==> config.mk <==
export PLATFORM = sky130hd
export DESIGN_NAME = serial_adder_ctrl
export DESIGN_NICKNAME = d
export VERILOG_FILES = /design/src/rtl/serial_adder_pkg.sv /design/src/rtl/full_adder.sv /design/src/rtl/serial_adder_ctrl.sv
export SDC_FILE = /design/constraint.sdc
export NUM_CORES = 1
export LEC_CHECK = 0
export ABC_AREA = 1
export CAP_MARGIN = 30
export CELL_PAD_IN_SITES_DETAIL_PLACEMENT = 0
export CELL_PAD_IN_SITES_GLOBAL_PLACEMENT = 1
export CORE_MARGIN = 5
export CORE_UTILIZATION = 43
export DETAILED_ROUTE_END_ITERATION = 16
export DONT_BUFFER_PORTS = 1
export HOLD_SLACK_MARGIN = 0.08
export PLACE_DENSITY = 0.74
export SYNTH_ARGS = -nofsm -noshare
export SYNTH_HDL_FRONTEND = slang
export SYNTH_SLANG_ARGS = --single-unit
==> constraint.sdc <==
create_clock -name clk -period 1.2 [get_ports clk]
set_input_delay 0.24 -clock clk [delete_from_list [all_inputs] [get_ports clk]]
set_output_delay 0.24 -clock clk [all_outputs]
set_load 0.01 [all_outputs]
==> src/rtl/serial_adder_pkg.sv <==
// Shared types and helpers for the bit-serial add sequencer.
// The optional subtract mode of serial_adder_ctrl is enabled by SERIAL_ADDER_SUB_EN.
package serial_adder_pkg;

   typedef enum logic [1:0] {
      StIdle = 2'd0,
      StRun  = 2'd1,
      StDone = 2'd2
   } state_e;

   // Bit-counter width: enough to index bits 0..width-1, never narrower than one bit.
   function automatic int unsigned cnt_w(input int unsigned width);
      return (width > 1) ? $clog2(width) : 1;
   endfunction

endpackage

==> src/rtl/full_adder.sv <==
// One-bit full adder cell, shared by the serial add sequencer.
module full_adder (
   input  logic bit1,
   input  logic bit2,
   input  logic carry_in,
   output logic result,
   output logic carry_out
);

   logic half_sum;

   assign half_sum  = bit1 ^ bit2;
   assign result    = half_sum ^ carry_in;
   assign carry_out = (bit1 & bit2) | (carry_in & half_sum);

endmodule

==> src/rtl/serial_adder_ctrl.sv <==
// Bit-serial add sequencer: one full_adder, one bit pair per clock, LSB first.
// Define SERIAL_ADDER_SUB_EN to add the 'sub' input (a - b with carry_out = no borrow).
module serial_adder_ctrl
   import serial_adder_pkg::*;
#(
   parameter int unsigned WIDTH = 8
) (
   input  logic             clk,
   input  logic             reset,
   input  logic             start,
   input  logic [WIDTH-1:0] operand_a,
   input  logic [WIDTH-1:0] operand_b,
   input  logic             carry_in,
`ifdef SERIAL_ADDER_SUB_EN
   input  logic             sub,
`endif
   output logic             busy,
   output logic             done,
   output logic [WIDTH-1:0] sum,
   output logic             carry_out
);

   localparam int unsigned    CntW    = cnt_w(WIDTH);
   localparam logic [CntW-1:0] LastCnt = CntW'(WIDTH - 1);

   state_e state_q, state_d;

   logic [WIDTH-1:0] a_sh_q, a_sh_d;
   logic [WIDTH-1:0] b_sh_q, b_sh_d;
   logic [WIDTH-1:0] sum_q, sum_d;
   logic [CntW-1:0]  count_q, count_d;
   logic             carry_q, carry_d;
   logic             carry_out_q, carry_out_d;

   logic             accept;
   logic             run;
   logic             last_bit;
   logic [WIDTH-1:0] b_load;
   logic             carry_load;
   logic             fa_sum;
   logic             fa_carry;

   assign accept   = (state_q == StIdle) && start;
   assign run      = (state_q == StRun);
   assign last_bit = run && (count_q == LastCnt);

`ifdef SERIAL_ADDER_SUB_EN
   // Subtract as a + ~b + 1; the forced carry overrides carry_in.
   assign b_load     = sub ? ~operand_b : operand_b;
   assign carry_load = sub | carry_in;
`else
   assign b_load     = operand_b;
   assign carry_load = carry_in;
`endif

   full_adder u_full_adder (
      .bit1      (a_sh_q[0]),
      .bit2      (b_sh_q[0]),
      .carry_in  (carry_q),
      .result    (fa_sum),
      .carry_out (fa_carry)
   );

   // State register
   always_ff @(posedge clk) begin
      if (reset) begin
         state_q <= StIdle;
      end else begin
         state_q <= state_d;
      end
   end

   // Next-state logic
   always_comb begin
      state_d = state_q;
      unique case (state_q)
         StIdle:  if (start) state_d = StRun;
         StRun:   if (count_q == LastCnt) state_d = StDone;
         StDone:  state_d = StIdle;
         default: state_d = StIdle;
      endcase
   end

   // Outputs decoded from state
   always_comb begin
      busy = 1'b0;
      done = 1'b0;
      unique case (state_q)
         StRun:   busy = 1'b1;
         StDone:  done = 1'b1;
         default: ;
      endcase
   end

   // Datapath next-state
   always_comb begin
      a_sh_d      = a_sh_q;
      b_sh_d      = b_sh_q;
      sum_d       = sum_q;
      count_d     = count_q;
      carry_d     = carry_q;
      carry_out_d = carry_out_q;
      if (accept) begin
         a_sh_d  = operand_a;
         b_sh_d  = b_load;
         carry_d = carry_load;
         count_d = '0;
      end else if (run) begin
         // Result bits enter at the MSB so after WIDTH shifts bit 0 sits at sum[0].
         sum_d            = sum_q >> 1;
         sum_d[WIDTH-1]   = fa_sum;
         a_sh_d           = a_sh_q >> 1;
         b_sh_d           = b_sh_q >> 1;
         carry_d          = fa_carry;
         count_d          = count_q + CntW'(1);
         if (last_bit) begin
            carry_out_d = fa_carry;
         end
      end
   end

   always_ff @(posedge clk) begin
      if (reset) begin
         a_sh_q      <= '0;
         b_sh_q      <= '0;
         sum_q       <= '0;
         count_q     <= '0;
         carry_q     <= 1'b0;
         carry_out_q <= 1'b0;
      end else begin
         a_sh_q      <= a_sh_d;
         b_sh_q      <= b_sh_d;
         sum_q       <= sum_d;
         count_q     <= count_d;
         carry_q     <= carry_d;
         carry_out_q <= carry_out_d;
      end
   end

   assign sum       = sum_q;
   assign carry_out = carry_out_q;

endmodule

Yosys cells after proc, flatten, opt, wreduce, memory -nomap -nowiden
Index checks and enable logic that the tools add are counted.
{"block": "totals", "regBits": 31, "latch_bits": 0, "ramBits": 0, "rom_bits": 0, "elab_cells": 38, "memories": 0}
{"block": "classes", "addsub": 1, "mul": 0, "div": 0, "magnitude_cmp": 0, "n_eq_ne": 5, "shift": 0, "mux": 11, "bitwise_logic": 6, "n_reduce_logical": 8}
{"cell": "$mux 8", "count": 4}
{"cell": "$mux 1", "count": 4}
{"cell": "$mux 2", "count": 2}
{"cell": "$pmux 2 s2", "count": 1}
{"cell": "$reduce_and 2->1", "count": 2}
{"cell": "$add 3x1->3 const B", "count": 1}
{"cell": "$eq 3x3->1 const B", "count": 1}
{"cell": "$reduce_and 3->1", "count": 1}
{"cell": "$and 1x1->1", "count": 2}
{"cell": "$eq 2x1->1 const B", "count": 1}
{"cell": "$eq 2x2->1 const B", "count": 1}
{"cell": "$logic_and 1x1->1", "count": 2}
{"cell": "$logic_not 2->1", "count": 1}
{"cell": "$ne 2x1->1 const B", "count": 1}
{"cell": "$ne 2x2->1 const B", "count": 1}
{"cell": "$reduce_bool 2->1", "count": 1}
{"cell": "$reduce_or 2->1", "count": 1}
{"cell": "$xor 1x1->1", "count": 2}
{"cell": "$not 1->1", "count": 1}
{"cell": "$or 1x1->1", "count": 1}

Longest topological paths before layout
{"block": "depth", "ltp_word": 5, "depth_mapped": 7}

Modules after synthesis
A second synthesis with hierarchy kept.
{"block": "unflattened", "hier_cells": 210, "area_unflattened_um2": 1501.4}
{"mod": "serial_adder_ctrl", "instances": 1, "cells_each": 209, "area_each_um2": 1481.4, "seq_area_each_um2": 620.6}
{"mod": "full_adder", "instances": 1, "cells_each": 1, "area_each_um2": 20.0, "seq_area_each_um2": 0.0}

Worst setup path after synthesis
No wires, ideal clock.
{"block": "synth_path", "path_type": "register -> output", "from": "register state_q[1]", "to": "output port done", "t_arrival_ns": 0.866, "setup_slack_ns": 0.094, "stages_incl_launch_ff": 4, "path_buffers": 1, "cell_sequence": "dfxtp_1 -> inv_2 -> buf_2 -> nor2_1"}
{"block": "synth_via", "elab_chain_cells": 2}
{"element": "start, declared", "line_no": "serial_adder_ctrl.sv:26", "text": "state_e state_q, state_d;"}
{"element": "start signal, assigned", "line_no": "serial_adder_ctrl.sv:67", "text": "state_q <= StIdle;"}
{"element": "start signal, assigned", "line_no": "serial_adder_ctrl.sv:69", "text": "state_q <= state_d;"}
{"element": "$eq 2x2->1", "line_no": "serial_adder_ctrl.sv:88", "text": "unique case (state_q)"}
{"element": "$mux 1", "line_no": "serial_adder_ctrl.sv:88"}
{"element": "end, declared", "line_no": "serial_adder_ctrl.sv:18", "text": "output logic done,"}
No other way between the ends.

Worst setup path after layout
{"block": "layout_path", "from": "register state_q[0]", "to": "output port busy"}
{"block": "layout_via", "elab_chain_cells": 2}
{"element": "$eq 2x1->1", "line_no": "serial_adder_ctrl.sv:88"}
{"element": "$mux 1", "line_no": "serial_adder_ctrl.sv:88"}
{"element": "end, declared", "line_no": "serial_adder_ctrl.sv:17", "text": "output logic busy,"}
No other way between the ends.

==> impl_summary.log <==
INFO  metric gr-total-overflow = 0
INFO  metric fin_ws = -0.0418 ns
INFO  metric post_synth_instance_area = between 1500 and 2000 sq um
INFO  metric initialDrtViolationCount = 40
INFO  metric power.static_leakage = 0.820 nW
INFO  metric vias_per_cell = between 4 and 5
INFO  metric max_cap_viol_count = 0
INFO  metric grt_pass1_vias = 1281
INFO  metric period_needed = 1.24 ns
INFO  metric placement.io_buffers = 0
INFO  metric power.density_cell_area = 1250 nW/um^2
INFO  metric drt-total-wl = 3260 microns
INFO  metric detailedRoute.firstPassIterationCount = 4
INFO  metric worstSetupStartpointType = register
INFO  metric place.gp.congestion = 0.760
INFO  metric final_net_count = ~240
INFO  metric htree_levels = 2
INFO  metric fin_hold_ws = -0.0425 ns
INFO  metric finClkSkew = 0.00292 ns
INFO  metric area_growth = 19.9%
INFO  metric totalPowerFinal = approximately 2.2 mW
INFO  metric synth-seq-area-share = 41.3%
INFO  metric mostFrequentLayoutCells = nand2_1, dfxtp_1, nor2_1, nand3_1
INFO  metric post-route-drc-count = 0
INFO  metric internal_power = 1.62 mW
INFO  metric floorplan.initialDensity = 44.6%
INFO  metric grt.met3_usage = 6.54%
INFO  metric power_switching = 621 uW
INFO  metric groute.layer.met2.usage = about a quarter
INFO  metric power.switching_fraction = between 20 and 30%
INFO  metric power_frac_seq = between 50% and 60%
INFO  metric number_of_distinct_library_cell_variants_in_the_gate_level_netlist_after_synthesis = 20
INFO  metric root_buffer = clkbuf_4
INFO  metric post-place-cells = 254
INFO  metric finalHoldViolCount = 18
INFO  metric post_route_cells_drive_above_1_share = roughly 30%
INFO  metric cts_buffers = 5
INFO  metric flops_latches_synth = 31
INFO  metric global_route.usage.met1 = 16.1%
INFO  metric syn_area_per_cell = 7.22 sq um
INFO  metric arrival = 1.00 ns
INFO  metric peakVddDrop = 0.000437 V
INFO  metric synth_area_leader_cell = dfxtp_1
INFO  metric fin_crit_sh = 103%
INFO  metric boundaryPins = 31
INFO  metric insertion_delay = 0.33 ns
INFO  metric floorplan.die_area = 4770 sq um
INFO  metric final_common_cell = nand2_1
INFO  metric netlist_top_cells_area = dfxtp_1, nand2_1, nand3_1
INFO  metric clock_sinks = 31
INFO  metric antenna_cells_inserted = 0
INFO  metric hp_class = primary input to register
INFO  metric synth_cells = ~210
INFO  metric timing.critical_path.fanout_max = 5
INFO  metric synth-warning-count = 0
INFO  metric vias = 1284
INFO  metric die_height = 69.1 microns
INFO  metric clkTransAtPathRegs = 0.10 ns
INFO  metric floorplan.rows = 21
INFO  metric number_of_antenna_violations_at_the_first_check_in_global_routing = 0
INFO  metric grt_start_max_net_pins = 20
INFO  metric clock_tree.buffer_depth = 2
INFO  metric start_to_end_type_of_the_worst_setup_path = register to output port
INFO  metric synth_top_area_share = 41.3%
INFO  metric grt_first_pass_wirelength = 5650 microns
INFO  metric finalMaxSlewViolations = 0
INFO  metric groute.usage.overall = 14.3%
INFO  metric instances_no_fill = 267
INFO  metric cts_tree = built
INFO  metric critical_path.endpoint_type = output port
INFO  metric worst_slew_pin_slew = 0.293 ns
INFO  metric setup_viol = 3
INFO  metric rsz_0062_raised_after_global_routing = true
INFO  metric timing.critical_path.required = between 0.9 and 1 ns
INFO  metric maxClockFrequency = 805 MHz
INFO  metric p_clk_share = 31.2%
INFO  metric violations = hold timing, setup timing
INFO  metric hpwl = 2310 microns
INFO  metric outcome = complete, but fails checks
INFO  metric wl_per_cell = 12.2 microns
INFO  metric n_fill_cell = 355
INFO  metric comb_pwr_share = 17.1%
INFO  metric chipWidth = 69.1 microns
INFO  metric global_route.peak_usage_layer = met2
INFO  metric area_of_the_core = roughly 3400 sq um
INFO  metric ant_nets = 0
INFO  metric slew-limit-headroom = 80.4%
INFO  metric synth.net_count = ~230
logic make-up (layout without fill, tap and decap cells):
family	after synthesis	in the layout	synth area share [%]
AND/OR/NAND/NOR	116	116	32.7
XOR/XNOR	1	1	0.583
adder cells (fa/ha/maj)	3	3	3.00
AO/OA/AOI/OAI	25	25	11.8
flip-flops	31	31	41.3
buffers and inverters	32	45	10.6
metal layers:
layer / part of all wire [%] / up-vias / wire length (microns)
met1: 44 / 573 / 1430
met4: 1.5 / 0 / 49
met3: 6.6 / 6 / 215
met2: 48 / 34 / 1560
li1: - / 671 / -
met5: 0 / - / 0
through the flow:
step | util (%) | area (sq um) | hold slack [ns] | setup WS [ns] | TNS, ns
2_1_floorplan | - | 1500 | 0.383 | 0.0936 | 0
3_3_place_gp | 47.0 | 1580 | 0.306 | 0.0874 | 0
3_5_place_dp | 47.0 | 1580 | 0.307 | 0.0471 | 0
4_1_cts | 50.4 | 1690 | -0.0611 | -0.0792 | -0.0792
5_1_grt | 53.5 | 1800 | -0.0723 | -0.0906 | -0.661
6_report | 53.5 | 1800 | -0.0425 | -0.0418 | -0.0556
worst paths after layout:
kind / start / end / slack, ns / cells past startpoint
hold reg to reg: a_sh_q[3] / a_sh_q[3] / 0.47 / 2
setup / recovery: state_q[0] / busy / -0.04 / 3
hold / removal: reset / b_sh_q[6] / -0.04 / 1
setup reg to reg: state_q[0] / a_sh_q[2] / -0.01 / 7
sequential cells by signal (all words and copies together) (netlist names):
| name | cells |
|---|---|
| a_sh_q | 8 |
| b_sh_q | 8 |
| carry_out | 1 |
| carry_q | 1 |
| count_q | 3 |
| state_q | 2 |
| sum | 8 |
area by class of cell:
class	instances	area (sq um)	share of cell area, %
multi-input combinational	145	800	44.4
clock buffer	8	68.8	3.82
tap	46	57.6	3.20
inverter	19	73.8	4.10
timing repair buffer	18	171	9.52
sequential	31	629	35.0
worst max-delay path, cell delays in order, from the launching register on:
cell     delay, ns
dfxtp_4       0.38
inv_2         0.04
nor2_4        0.11
buf_6         0.14
Yosys cell counts:
library cell	instances
a21oi_1	5
a21oi_2	10
buf_2	7
buf_4	2
buf_6	3
clkbuf_1	1
dfxtp_1	31
fa_1	1
ha_1	2
inv_1	17
inv_2	2
nand2_1	56
nand2_2	3
nand3_1	27
nor2_1	28
nor2_4	2
o21a_1	1
o21ai_0	8
o21ai_4	1
xor2_1	1
power by group through the flow:
stage / combinational, mW / clock (mW) / sequential (mW)
floorplan: 0.275 / 0 / 1.17
global placement: 0.307 / 0 / 1.18
detailed placement: 0.315 / 0 / 1.19
CTS: 0.333 / 0.721 / 1.16
global route: 0.437 / 0.779 / 1.17
finish: 0.384 / 0.700 / 1.16
timing repair:
action	4_1_cts	5_1_grt
cloned	0	1
pin swaps	2	15
hold endpoints to repair	18	18
endpoints found under the setup margin	2	18
gates resized for setup	8	30
buffers inserted	3	1
(Power assumes the default switching activity.)
